--- src/rtl/wb_arb2_if.sv ---
// Bus bundle for the two-master Wishbone arbiter: both master request/response
// buses plus the shared slave bus.
interface wb_arb2_if;
  logic [15:0] m0_adr_i, m1_adr_i;
  logic [15:0] m0_dat_i, m1_dat_i;
  logic [1:0]  m0_sel_i, m1_sel_i;
  logic        m0_we_i, m1_we_i;
  logic        m0_cyc_i, m1_cyc_i;
  logic        m0_stb_i, m1_stb_i;
  logic [15:0] m0_dat_o, m1_dat_o;
  logic        m0_ack_o, m1_ack_o;
  logic        m0_err_o, m1_err_o;
  logic [15:0] s_adr_o, s_dat_o;
  logic [1:0]  s_sel_o;
  logic        s_we_o, s_cyc_o, s_stb_o;
  logic [15:0] s_dat_i;
  logic        s_ack_i;

  // Arbiter side: it masters the shared slave bus.
  modport master (
    input  m0_adr_i, m0_dat_i, m0_sel_i, m0_we_i, m0_cyc_i, m0_stb_i,
    input  m1_adr_i, m1_dat_i, m1_sel_i, m1_we_i, m1_cyc_i, m1_stb_i,
    output m0_dat_o, m0_ack_o, m0_err_o, m1_dat_o, m1_ack_o, m1_err_o,
    output s_adr_o, s_dat_o, s_sel_o, s_we_o, s_cyc_o, s_stb_o,
    input  s_dat_i, s_ack_i
  );

  // Environment side: requesting masters and the decoded slave.
  modport slave (
    output m0_adr_i, m0_dat_i, m0_sel_i, m0_we_i, m0_cyc_i, m0_stb_i,
    output m1_adr_i, m1_dat_i, m1_sel_i, m1_we_i, m1_cyc_i, m1_stb_i,
    input  m0_dat_o, m0_ack_o, m0_err_o, m1_dat_o, m1_ack_o, m1_err_o,
    input  s_adr_o, s_dat_o, s_sel_o, s_we_o, s_cyc_o, s_stb_o,
    output s_dat_i, s_ack_i
  );
endinterface

--- src/rtl/wb_arb2.sv ---
// Two-master round-robin Wishbone arbiter with whole-cycle bus lock, a forced
// IDLE turnaround between owners, and an ack timeout that reports err.
module wb_arb2 #(
  parameter int unsigned TMO  = 15,
  parameter int unsigned TMOW = 4
) (
  input  logic       clk,
  input  logic       reset,
  wb_arb2_if.master  bus,
  output logic [1:0] gnt
);

  typedef enum logic [1:0] {StIdle = 2'b00, StOwn0 = 2'b01, StOwn1 = 2'b10} state_e;

  state_e            state_q, state_d;
  logic              last_q, last_d;
  logic [TMOW-1:0]   cnt_q, cnt_d;
  logic              tmo_hit;

  assign gnt = state_q;

  always_comb begin
    state_d = state_q;
    last_d  = last_q;
    unique case (state_q)
      StIdle: begin
        if (bus.m0_cyc_i && bus.m1_cyc_i) begin
          state_d = last_q ? StOwn0 : StOwn1;
        end else if (bus.m0_cyc_i) begin
          state_d = StOwn0;
        end else if (bus.m1_cyc_i) begin
          state_d = StOwn1;
        end
        if (state_d == StOwn0) last_d = 1'b0;
        if (state_d == StOwn1) last_d = 1'b1;
      end
      StOwn0:  if (!bus.m0_cyc_i) state_d = StIdle;
      StOwn1:  if (!bus.m1_cyc_i) state_d = StIdle;
      default: state_d = StIdle;
    endcase
  end

  always_comb begin
    bus.s_adr_o = '0;
    bus.s_dat_o = '0;
    bus.s_sel_o = '0;
    bus.s_we_o  = 1'b0;
    bus.s_cyc_o = 1'b0;
    bus.s_stb_o = 1'b0;
    unique case (state_q)
      StOwn0: begin
        bus.s_adr_o = bus.m0_adr_i;
        bus.s_dat_o = bus.m0_dat_i;
        bus.s_sel_o = bus.m0_sel_i;
        bus.s_we_o  = bus.m0_we_i;
        bus.s_cyc_o = bus.m0_cyc_i;
        bus.s_stb_o = bus.m0_stb_i;
      end
      StOwn1: begin
        bus.s_adr_o = bus.m1_adr_i;
        bus.s_dat_o = bus.m1_dat_i;
        bus.s_sel_o = bus.m1_sel_i;
        bus.s_we_o  = bus.m1_we_i;
        bus.s_cyc_o = bus.m1_cyc_i;
        bus.s_stb_o = bus.m1_stb_i;
      end
      default: ;
    endcase
  end

  // Err fires in the cycle the counter would reach TMO, so the TMO-th strobe
  // cycle without ack reports; a same-cycle ack suppresses it.
  assign tmo_hit = (state_q != StIdle) && bus.s_stb_o && !bus.s_ack_i &&
                   (cnt_q == TMOW'(TMO - 1));

  always_comb begin
    cnt_d = cnt_q + 1'b1;
    if (state_q == StIdle || bus.s_ack_i || !bus.s_stb_o || tmo_hit) cnt_d = '0;
  end

  assign bus.m0_ack_o = bus.s_ack_i & gnt[0] & bus.m0_stb_i;
  assign bus.m1_ack_o = bus.s_ack_i & gnt[1] & bus.m1_stb_i;
  assign bus.m0_dat_o = gnt[0] ? bus.s_dat_i : 16'h0000;
  assign bus.m1_dat_o = gnt[1] ? bus.s_dat_i : 16'h0000;
  assign bus.m0_err_o = tmo_hit & gnt[0];
  assign bus.m1_err_o = tmo_hit & gnt[1];

  always_ff @(posedge clk or negedge reset) begin
    if (!reset) begin
      state_q <= StIdle;
      last_q  <= 1'b1;
      cnt_q   <= '0;
    end else begin
      state_q <= state_d;
      last_q  <= last_d;
      cnt_q   <= cnt_d;
    end
  end

endmodule

--- src/flat_wrapper.sv ---
// flat-port wrapper written by rule: the top's interface ports become plain ports
module wb_arb2_flat 
#(
  parameter int unsigned TMO  = 15,
  parameter int unsigned TMOW = 4
)
  (clk, reset, gnt, bus_m0_adr_i, bus_m0_dat_i, bus_m0_sel_i, bus_m0_we_i, bus_m0_cyc_i, bus_m0_stb_i, bus_m1_adr_i, bus_m1_dat_i, bus_m1_sel_i, bus_m1_we_i, bus_m1_cyc_i, bus_m1_stb_i, bus_m0_dat_o, bus_m0_ack_o, bus_m0_err_o, bus_m1_dat_o, bus_m1_ack_o, bus_m1_err_o, bus_s_adr_o, bus_s_dat_o, bus_s_sel_o, bus_s_we_o, bus_s_cyc_o, bus_s_stb_o, bus_s_dat_i, bus_s_ack_i);
  wb_arb2_if bus_i ();
  input  logic clk;
  input  logic reset;
  output logic [1:0] gnt;
  input wire logic [$bits(bus_i.m0_adr_i)-1:0] bus_m0_adr_i;
  input wire logic [$bits(bus_i.m0_dat_i)-1:0] bus_m0_dat_i;
  input wire logic [$bits(bus_i.m0_sel_i)-1:0] bus_m0_sel_i;
  input wire logic [$bits(bus_i.m0_we_i)-1:0] bus_m0_we_i;
  input wire logic [$bits(bus_i.m0_cyc_i)-1:0] bus_m0_cyc_i;
  input wire logic [$bits(bus_i.m0_stb_i)-1:0] bus_m0_stb_i;
  input wire logic [$bits(bus_i.m1_adr_i)-1:0] bus_m1_adr_i;
  input wire logic [$bits(bus_i.m1_dat_i)-1:0] bus_m1_dat_i;
  input wire logic [$bits(bus_i.m1_sel_i)-1:0] bus_m1_sel_i;
  input wire logic [$bits(bus_i.m1_we_i)-1:0] bus_m1_we_i;
  input wire logic [$bits(bus_i.m1_cyc_i)-1:0] bus_m1_cyc_i;
  input wire logic [$bits(bus_i.m1_stb_i)-1:0] bus_m1_stb_i;
  output wire logic [$bits(bus_i.m0_dat_o)-1:0] bus_m0_dat_o;
  output wire logic [$bits(bus_i.m0_ack_o)-1:0] bus_m0_ack_o;
  output wire logic [$bits(bus_i.m0_err_o)-1:0] bus_m0_err_o;
  output wire logic [$bits(bus_i.m1_dat_o)-1:0] bus_m1_dat_o;
  output wire logic [$bits(bus_i.m1_ack_o)-1:0] bus_m1_ack_o;
  output wire logic [$bits(bus_i.m1_err_o)-1:0] bus_m1_err_o;
  output wire logic [$bits(bus_i.s_adr_o)-1:0] bus_s_adr_o;
  output wire logic [$bits(bus_i.s_dat_o)-1:0] bus_s_dat_o;
  output wire logic [$bits(bus_i.s_sel_o)-1:0] bus_s_sel_o;
  output wire logic [$bits(bus_i.s_we_o)-1:0] bus_s_we_o;
  output wire logic [$bits(bus_i.s_cyc_o)-1:0] bus_s_cyc_o;
  output wire logic [$bits(bus_i.s_stb_o)-1:0] bus_s_stb_o;
  input wire logic [$bits(bus_i.s_dat_i)-1:0] bus_s_dat_i;
  input wire logic [$bits(bus_i.s_ack_i)-1:0] bus_s_ack_i;
  assign bus_i.m0_adr_i = bus_m0_adr_i;
  assign bus_i.m0_dat_i = bus_m0_dat_i;
  assign bus_i.m0_sel_i = bus_m0_sel_i;
  assign bus_i.m0_we_i = bus_m0_we_i;
  assign bus_i.m0_cyc_i = bus_m0_cyc_i;
  assign bus_i.m0_stb_i = bus_m0_stb_i;
  assign bus_i.m1_adr_i = bus_m1_adr_i;
  assign bus_i.m1_dat_i = bus_m1_dat_i;
  assign bus_i.m1_sel_i = bus_m1_sel_i;
  assign bus_i.m1_we_i = bus_m1_we_i;
  assign bus_i.m1_cyc_i = bus_m1_cyc_i;
  assign bus_i.m1_stb_i = bus_m1_stb_i;
  assign bus_m0_dat_o = bus_i.m0_dat_o;
  assign bus_m0_ack_o = bus_i.m0_ack_o;
  assign bus_m0_err_o = bus_i.m0_err_o;
  assign bus_m1_dat_o = bus_i.m1_dat_o;
  assign bus_m1_ack_o = bus_i.m1_ack_o;
  assign bus_m1_err_o = bus_i.m1_err_o;
  assign bus_s_adr_o = bus_i.s_adr_o;
  assign bus_s_dat_o = bus_i.s_dat_o;
  assign bus_s_sel_o = bus_i.s_sel_o;
  assign bus_s_we_o = bus_i.s_we_o;
  assign bus_s_cyc_o = bus_i.s_cyc_o;
  assign bus_s_stb_o = bus_i.s_stb_o;
  assign bus_i.s_dat_i = bus_s_dat_i;
  assign bus_i.s_ack_i = bus_s_ack_i;
  wb_arb2 #(.TMO(TMO), .TMOW(TMOW)) u_core (.clk(clk), .reset(reset), .bus(bus_i), .gnt(gnt));
endmodule
--- config.mk ---
export PLATFORM = sky130hd
export DESIGN_NAME = wb_arb2_flat
export DESIGN_NICKNAME = d
export VERILOG_FILES = /design/src/rtl/wb_arb2_if.sv /design/src/rtl/wb_arb2.sv /design/src/flat_wrapper.sv
export SDC_FILE = /design/constraint.sdc
export NUM_CORES = 1
export LEC_CHECK = 0
export CORE_MARGIN = 2
export CORE_UTILIZATION = 25
export DETAILED_ROUTE_END_ITERATION = 8
export GPL_TIMING_DRIVEN = 0
export PLACE_DENSITY = 0.82
export SYNTH_ARGS = -nofsm -noshare
export SYNTH_HDL_FRONTEND = slang
export SYNTH_SLANG_ARGS = --single-unit
--- constraint.sdc ---
create_clock -name clk -period 2.75 [get_ports clk]
set_clock_uncertainty 0.05 [all_clocks]
set_input_delay 0.6875 -clock clk [delete_from_list [all_inputs] [get_ports clk]]
set_output_delay 0.6875 -clock clk [all_outputs]
set_load 0.05 [all_outputs]
==> results of run 1 <==
==> metrics by stage <==
step                 TNS, ns  setup WS, ns  hold WS, ns
floorplan            -0.0151       -0.0151        0.342
global placement      -22.67        -0.801        0.466
detailed placement    -23.88        -0.806        0.464
CTS                   -0.214        -0.107        0.477
global route        -0.00192      -0.00192        0.505
finish                     0        0.0454        0.477
==> power breakdown <==
group,internal (W),total [W],switching (W)
registers,0.000130,0.000149,0.0000194
logic,0.000907,0.00247,0.00156
clock network,0.000100,0.000142,0.0000416
==> worst min-delay path by stage <==
stage	endpoint	start	slack, ns	depth (start not counted)
finish	u_core.cnt_q[0]	u_core.cnt_q[0]	0.48	1
global route	u_core.cnt_q[0]	u_core.cnt_q[0]	0.50	1
CTS	u_core.cnt_q[0]	u_core.cnt_q[0]	0.48	1
detailed placement	u_core.cnt_q[0]	u_core.cnt_q[0]	0.46	1
global placement	u_core.cnt_q[0]	u_core.cnt_q[0]	0.47	1
floorplan	u_core.cnt_q[0]	reset	0.34	0
==> worst max-delay path, stage by stage <==
cell and delay, ns:
sky130_fd_sc_hd__clkdlybuf4s50_1 0.45, sky130_fd_sc_hd__or4b_4 0.55, sky130_fd_sc_hd__nor2_4 0.13, sky130_fd_sc_hd__buf_6 0.16
==> kinds of logic (layout without fill, tap and decap cells) <==
family                   after synthesis  after routing  share of synthesized area, %
buffers and inverters                 22            202                          7.88
XOR/XNOR                               1              1                         0.707
flip-flops                             7              7                          14.2
multiplexers                           1              1                         0.909
AO/OA/AOI/OAI                         44             44                          26.4
AND/OR/NAND/NOR                       86             86                          43.8
adder cells (fa/ha/maj)                6              6                          6.06
==> flip-flops by register name (all words and copies together) (netlist names) <==
name,count
u_core.cnt_q,4
u_core.gnt,2
u_core.last_q,1
==> metal layers <==
metal  wire length [µm]  global-route usage (%)  part of all wire, %  vias to the layer above
met5                  0                       0                    0                        -
met4                108                    5.16                  1.9                        0
met3                598                    5.42                   10                        8
met2               3010                    39.4                   53                      108
met1               2010                    19.5                   35                      852
li1                   -                       -                    -                      944
==> timing repair <==
item                                    CTS  global route
hold endpoints to repair                  0             0
pin swaps                                 1             3
resized for setup                       244             9
setup buffers                             4             7
cloned                                    0             0
endpoints found under the setup margin   73            35
==> cell type report <==
type                    count  area (µm²)  area share (%)
flip-flops and latches      7         179            5.79
multi-input cells         138        1090            35.4
clock buffers               4        45.0            1.46
well taps                  67        83.8            2.71
inverters                   5        28.8           0.932
plain buffers              15        98.8            3.20
repair buffers            178        1560            50.5
==> placed cells by master (no fill, tap or decap), drive strengths merged <==
master,count
clkdlybuf4s50,92
buf,49
a22oi,37
nor2b,37
dlygate4sd2,36
and2,33
clkbuf,16
ha,6
dfrtp,6
inv,5
clkdlybuf4s15,4
nor2,4
a21oi,3
and3,3
nor3,3
nand2,3
a2bb2oi,1
or4b,1
xnor2,1
and2b,1
nand4b,1
o21ai,1
o32ai,1
mux2,1
o22ai,1
dfstp,1
==> flow_results.org, run 1 <==
** GRT
- The number of antenna violations at the first check in global routing was 0.
- Entering global routing, the biggest net connects 11 pins.
- First-pass GRT wire length :: 8640 µm
- Total congestion overflow after global routing :: 0
- GRT Resource Usage Total :: approximately a fifth
- The via count of the first global-routing pass is approximately 1,900.

** Synthesis
- After synthesis the cells add up to ~1200 µm².
- Cell type with the largest total area after synthesis :: sky130_fd_sc_hd__a22oi_1
- Summing the sequential cell areas from Yosys gives 14.2% of the chip area.
- For this run, asynchronously set or reset flops after synthesis account for 100%.
- Instance count of the mapped netlist :: 167
- During synthesis, Yosys emitted a total of 0 warnings.
- Leading post-synthesis cells by instance count :: sky130_fd_sc_hd__nor2b_1, sky130_fd_sc_hd__a22oi_1, sky130_fd_sc_hd__and2_1
- The synthesized design contains 0 enable-type register cells.
- Register bit total from synthesis :: 7
- Most frequent cell after synthesis :: sky130_fd_sc_hd__nor2b_1
- Number of nets produced by synthesis :: about 270
- In the synthesized netlist the dominant register cell turns out to be sky130_fd_sc_hd__dfrtp_1.
- Counting distinct cell types in the post-synthesis netlist gives 25.
- By area the synthesized netlist is led by sky130_fd_sc_hd__a22oi_1, sky130_fd_sc_hd__nor2b_1, sky130_fd_sc_hd__and2_1, sky130_fd_sc_hd__dfrtp_1, sky130_fd_sc_hd__ha_1.
- In this run the mean area of a mapped cell was 7.42 µm².
- Top cell type's share of synthesized area :: a little over a fifth

** Layout
- The net count of the finished layout is 447.
- 0 antenna diodes ended up in the layout.
- Area growth from synthesis to final layout :: 149%
- Fill cell instance count of the final layout :: 459
- Post-Layout Cell Count :: 414
- Share of the core filled with cells in the final layout :: roughly two thirds
- Non-Filler Cell Area, Final :: 3090 µm²
- Of the cells placed in the final design, the portion with a size suffix greater than 1 is between 30% and 40%.

** STA
- The number of endpoints with negative hold slack in the final report is 0.
- Static timing analysis puts the maximum clock frequency at 0.370 GHz.
- Dividing the final minimum period by the clock period gives between 90% and 100%.
- Slew at the pin with the worst max-slew slack :: slightly above 0.5 ns
- The worst pin sits at a relative slew slack of approximately 66%.
- Setup violations remaining at the end of the flow were counted as 0.
- Clock period minus final worst setup slack :: about 2.7 ns
- Number of max-slew violations in the final report :: 0

** Setup path
- The worst register-to-register path begins at u_core.gnt[0].
- Data arrives at the worst endpoint at around 2.0 ns.
- In this run the critical register-to-register path is captured at u_core.cnt_q[2].
- For flop-to-flop paths, the worst setup slack is approximately 0.82 ns.
- Worst setup path start :: bus_s_ack_i
- The setup path with the least slack is of type primary input to output port.
- In this run the worst path has a maximum fanout of 3.
- STA classifies the critical path endpoint as an output port.
- The worst setup path is launched from a primary input.
- Required time worst endpoint :: ~2 ns
- Capture point of the worst path :: bus_m0_err_o
- Number of cell instances on the worst register-to-register path :: 8

** Routing
- Vias per Instance :: 4.62
- After detailed routing, the average wire length per cell comes to between 10 and 15 µm.
- After detailed routing, the number of remaining DRC violations is 0.
- Detailed Route Iter0 Violations :: 31
- Total via count in the routed design :: about 1,900
- The pre-antenna-repair detailed-routing pass consisted of 4 iterations.
- Antenna Violating Nets Remaining :: 0
- Aggregate routed wire length :: 5730 µm

** Die
- The floorplan has 25 rows.
- Measured along the y axis, the die boundary spans 74.4 µm.
- Die area :: 5530 µm²
- Effective utilization at floorplan :: between 20% and 30%
- In this run the standard cell core region covers around 4800 µm².
- For this design the top-level I/O count stands at about 170.
- Measured along the x axis, the die boundary spans between 70 and 80 µm.

** Pwr
- Pwr/cell area :: approximately 900 nW/µm²
- Summed over all cells, the static leakage comes to 1.41 nW.
- Overall power consumption after layout is estimated at ~0.0028 W.
- Worst IR Drop VDD :: approximately 0.38 mV

** Placed design
- Routability congestion estimate from global placement :: between 0.7 and 0.8
- In this run the cell area measured after placement is 3120 µm².
- Count of input and output buffers :: ~170
- Dpl cells :: between 400 and 500
- The HPWL after detailed placement is around 4900 µm.

** Clock tree
- After clock tree synthesis, the clock-pin slew on the worst setup and hold paths is approximately 0.04 ns.
- The clock reaches the later pin of the worst-skew pair after between 0.2 and 0.25 ns.
- Count of hold-fix buffers inserted at cts :: 0
- TritonCTS Buffers :: 3
- CTS max path bufs :: 2
- TritonCTS built the clock tree.
- Number of H-tree levels :: 1
- For this design, the sink count on the clock tree is 7.
- CTS root buffer :: sky130_fd_sc_hd__clkbuf_8

** Job
- Max-capacitance violation count :: 0

** Hold path
- Hold Path Class :: flip-flop to flip-flop

** Outcome
- Status :: finished clean
(Power assumes the default switching activity.)
==> run 2: changes to the inputs <==
--- a/config.mk
+++ b/config.mk
@@ -9,6 +9,7 @@
 export CORE_UTILIZATION = 25
 export DETAILED_ROUTE_END_ITERATION = 8
 export GPL_TIMING_DRIVEN = 0
+export MAX_ROUTING_LAYER = met4
 export PLACE_DENSITY = 0.82
 export SYNTH_ARGS = -nofsm -noshare
 export SYNTH_HDL_FRONTEND = slang
==> flow_results.org, run 2 (synthesis gave the netlist of run 1 again) <==
** Layout
- Area growth from synthesis to final layout :: 151%
- Fill cell instance count of the final layout :: between 400 and 500
- Most frequent cells in the layout :: sky130_fd_sc_hd__clkdlybuf4s50_1, sky130_fd_sc_hd__a22oi_1, sky130_fd_sc_hd__nor2b_2, sky130_fd_sc_hd__dlygate4sd2_1, sky130_fd_sc_hd__and2_1
- Measured on the finished design, the core utilization comes to between 60 and 70%.
- The repair_antennas step left the layout with diodes totalling 0.
- Share of cells above drive strength 1 :: about a third
- Largest register FFs :: 4
- Most frequent standard cell in the layout excluding fill and tap cells :: sky130_fd_sc_hd__clkdlybuf4s50_1
- In the final design database the tool counted between 400 and 500 nets.
- Ranked by flip-flop count, first place goes to u_core.cnt_q.

** Hold path
- For hold timing, the worst endpoint is u_core.cnt_q[0].
- The path class of the tightest hold or removal check is flip-flop to flip-flop.
- Min-Delay Startpoint :: u_core.cnt_q[0]
- Along the worst hold path, the cell count comes to 1.

** Clock tree
- TritonCTS Buffers :: 3
- CTS built an H-tree with a depth of 1.
- The tree built by TritonCTS fans out to 7 sinks.
- CTS root buffer :: sky130_fd_sc_hd__clkbuf_8
- Clock-pin transition on the worst setup and hold timing paths :: 0.04 ns
- The longest clock path from root to sink contains 2 buffers.
- For the worst-skew pair, the clock arrives at the later sink with an insertion delay of 0.22 ns.
- TritonCTS built the clock tree.

** Die
- In this run the horizontal extent of the chip is around 74 µm.
- Effective utilization at floorplan :: 26.1%
- Number of primary I/O pins :: between 150 and 200
- Core ar. :: 4750 µm²
- From bottom edge to top edge, the die measures ~74 µm.
- The floorplan has 25 rows.
- Die area :: between 5000 and 6000 µm²

** GRT
- Via count of the first global-routing pass :: about 1,900
- GRT Resource Usage Total :: around a fifth
- The number of antenna violations at the first check in global routing is 0.
- After global routing the overflow that remains totals 0.
- First-pass GRT wire length :: between 8000 and 9000 µm
- Entering global routing, the biggest net connects 11 pins.

** Routing
- Remaining DRCs :: 0
- In the final routed layout, each cell accounts on average for roughly 14 µm.
- After detailed routing, the number of vias per cell comes to between 4 and 5.
- Total via count in the routed design :: slightly below 2,000
- After the first detailed-routing iteration, the DRC count stood at 62.
- The first detailed-routing pass ran for 4 iterations.
- The count of nets left with antenna violations once routing finished came out at 0.
- Aggregate routed wire length :: 5780 µm

** STA
- Slew at the pin with the worst max-slew slack :: a little over 0.5 ns
- Number of max-slew violations in the final report :: 0
- Setup violations remaining at the end of the flow were counted as 0.
- Worst max-slew margin expressed relative to the limit :: 65.9%
- Static timing analysis puts the maximum clock frequency at ~0.37 GHz.
- After layout, the worst setup slack is between 0.04 and 0.05 ns.
- The number of endpoints with negative hold slack in the final report was 0.
- Clock period minus final worst setup slack :: 2.71 ns
- Dividing the final minimum period by the clock period gives about 98%.

** Setup path
- Required time worst endpoint :: 2.01 ns
- Endpoint kind of the worst setup timing path :: output port
- In this run the worst path has a maximum fanout of 3.
- The worst register-to-register path has a setup slack of just over 0.8 ns.
- Number of cell instances on the worst register-to-register path :: 8
- The worst register-to-register path ends at u_core.cnt_q[2].
- STA puts the critical path data arrival time at just under 2 ns.
- By startpoint and endpoint, the worst setup path is classified as primary input to output port.
- In this run the critical register-to-register path is launched from u_core.gnt[0].
- Launching element type of the critical path :: primary input

** Placed design
- Count of input and output buffers :: 167
- OpenSTA, run right after detailed placement, puts the worst setup slack at -0.806 ns.
- Post-detailed-placement half-perimeter wirelength :: around 5000 µm
- Routability congestion estimate from global placement :: between 0.7 and 0.8

** Pwr
- Switch share :: between 50% and 60%
- For this design the static power due to leakage is around 1.4 nW.
- Internal power comes to 0.00115 W.
- Power share of the combinational group :: 89.5%
- In this run the power density over the cells is roughly 900 nW/µm².
- The share of total power dissipated in sequential elements is 5.4%.
- Worst IR Drop VDD :: between 0.3 and 0.4 mV
- Of the total power, the clock network draws 5.1%.
- Sw power :: between 0.0015 and 0.002 W

** Outcome
- Status :: finished clean

** Job
- The tool flagged a number of max-cap violations equal to 0.
==> run 2: changes by cell type in the layout (fill, tap and decap cells not counted), sizes merged <==
cell,before,now
buf,49,51
==> run 2: worst max-delay path by stage <==
stage / start / end / slack (ns)
2_1_floorplan: u_core.gnt[1] / bus_m0_err_o / -0.02
3_3_place_gp: bus_m1_stb_i / bus_m0_err_o / -0.80
3_5_place_dp: bus_m1_stb_i / bus_m0_err_o / -0.81
4_1_cts: u_core.gnt[0] / bus_m0_err_o / -0.11
5_1_grt: u_core.gnt[0] / bus_m0_err_o / -0.002
6_report: bus_s_ack_i / bus_m0_err_o / 0.04
==> run 2: repair_timing <==
| action | in CTS | in global routing |
|---|---|---|
| endpoints found under the setup margin | 73 | 35 |
| endpoints found under the hold margin | 0 | 0 |
| hold buffers | 0 | 0 |
| pin swaps | 1 | 4 |
| setup buffers | 4 | 9 |
| gates resized for setup | 244 | 9 |
==> run 2: layer usage <==
layer / GRT usage (%) / vias to the layer above / part of all wire, % / routed length [µm]
li1: - / 951 / - / -
met2: 39.4 / 111 / 53 / 3040
met1: 20.3 / 859 / 36 / 2060
met3: 4.07 / 8 / 10 / 577
met4: 5.16 / 0 / 1.9 / 108
met5: - / - / 0 / 0
==> run 2: power by group through the flow <==
stage	Clock, W	Combinational (W)	Sequential, W
after floorplan	0	0.00170	0.000186
after global placement	0	0.00252	0.000151
after detailed placement	0	0.00254	0.000152
after CTS	0.000144	0.00242	0.000147
after global routing	0.000152	0.00264	0.000152
final	0.000142	0.00249	0.000149
==> run 2: through the flow <==
step           power [W]  hold WS (ns)  instance area (µm²)  cells   TNS, ns
2_1_floorplan    0.00189         0.342                 1360    167   -0.0151
3_3_place_gp     0.00267         0.466                 3120    401    -22.67
3_5_place_dp     0.00269         0.464                 3120    401    -23.88
4_1_cts          0.00271         0.477                 3020    408    -0.214
5_1_grt          0.00294         0.505                 3100    416  -0.00219
6_report         0.00278         0.477                 3100    416         0
==> run 2: worst max-delay path, cell delays in order <==
cell,delay [ns]
sky130_fd_sc_hd__clkdlybuf4s50_1,0.45
sky130_fd_sc_hd__or4b_4,0.55
sky130_fd_sc_hd__nor2_4,0.13
sky130_fd_sc_hd__buf_6,0.16
==> run 2: area by class of cell <==
class / count / area, µm² / area share, %
Clock buffer: 4 / 45.0 / 1.45
Timing Repair Buffer: 180 / 1570 / 50.7
Tap cell: 67 / 83.8 / 2.70
Buffer: 15 / 98.8 / 3.18
Sequential cell: 7 / 179 / 5.76
Multi-Input combinational cell: 138 / 1090 / 35.3
Inverter: 5 / 28.8 / 0.927
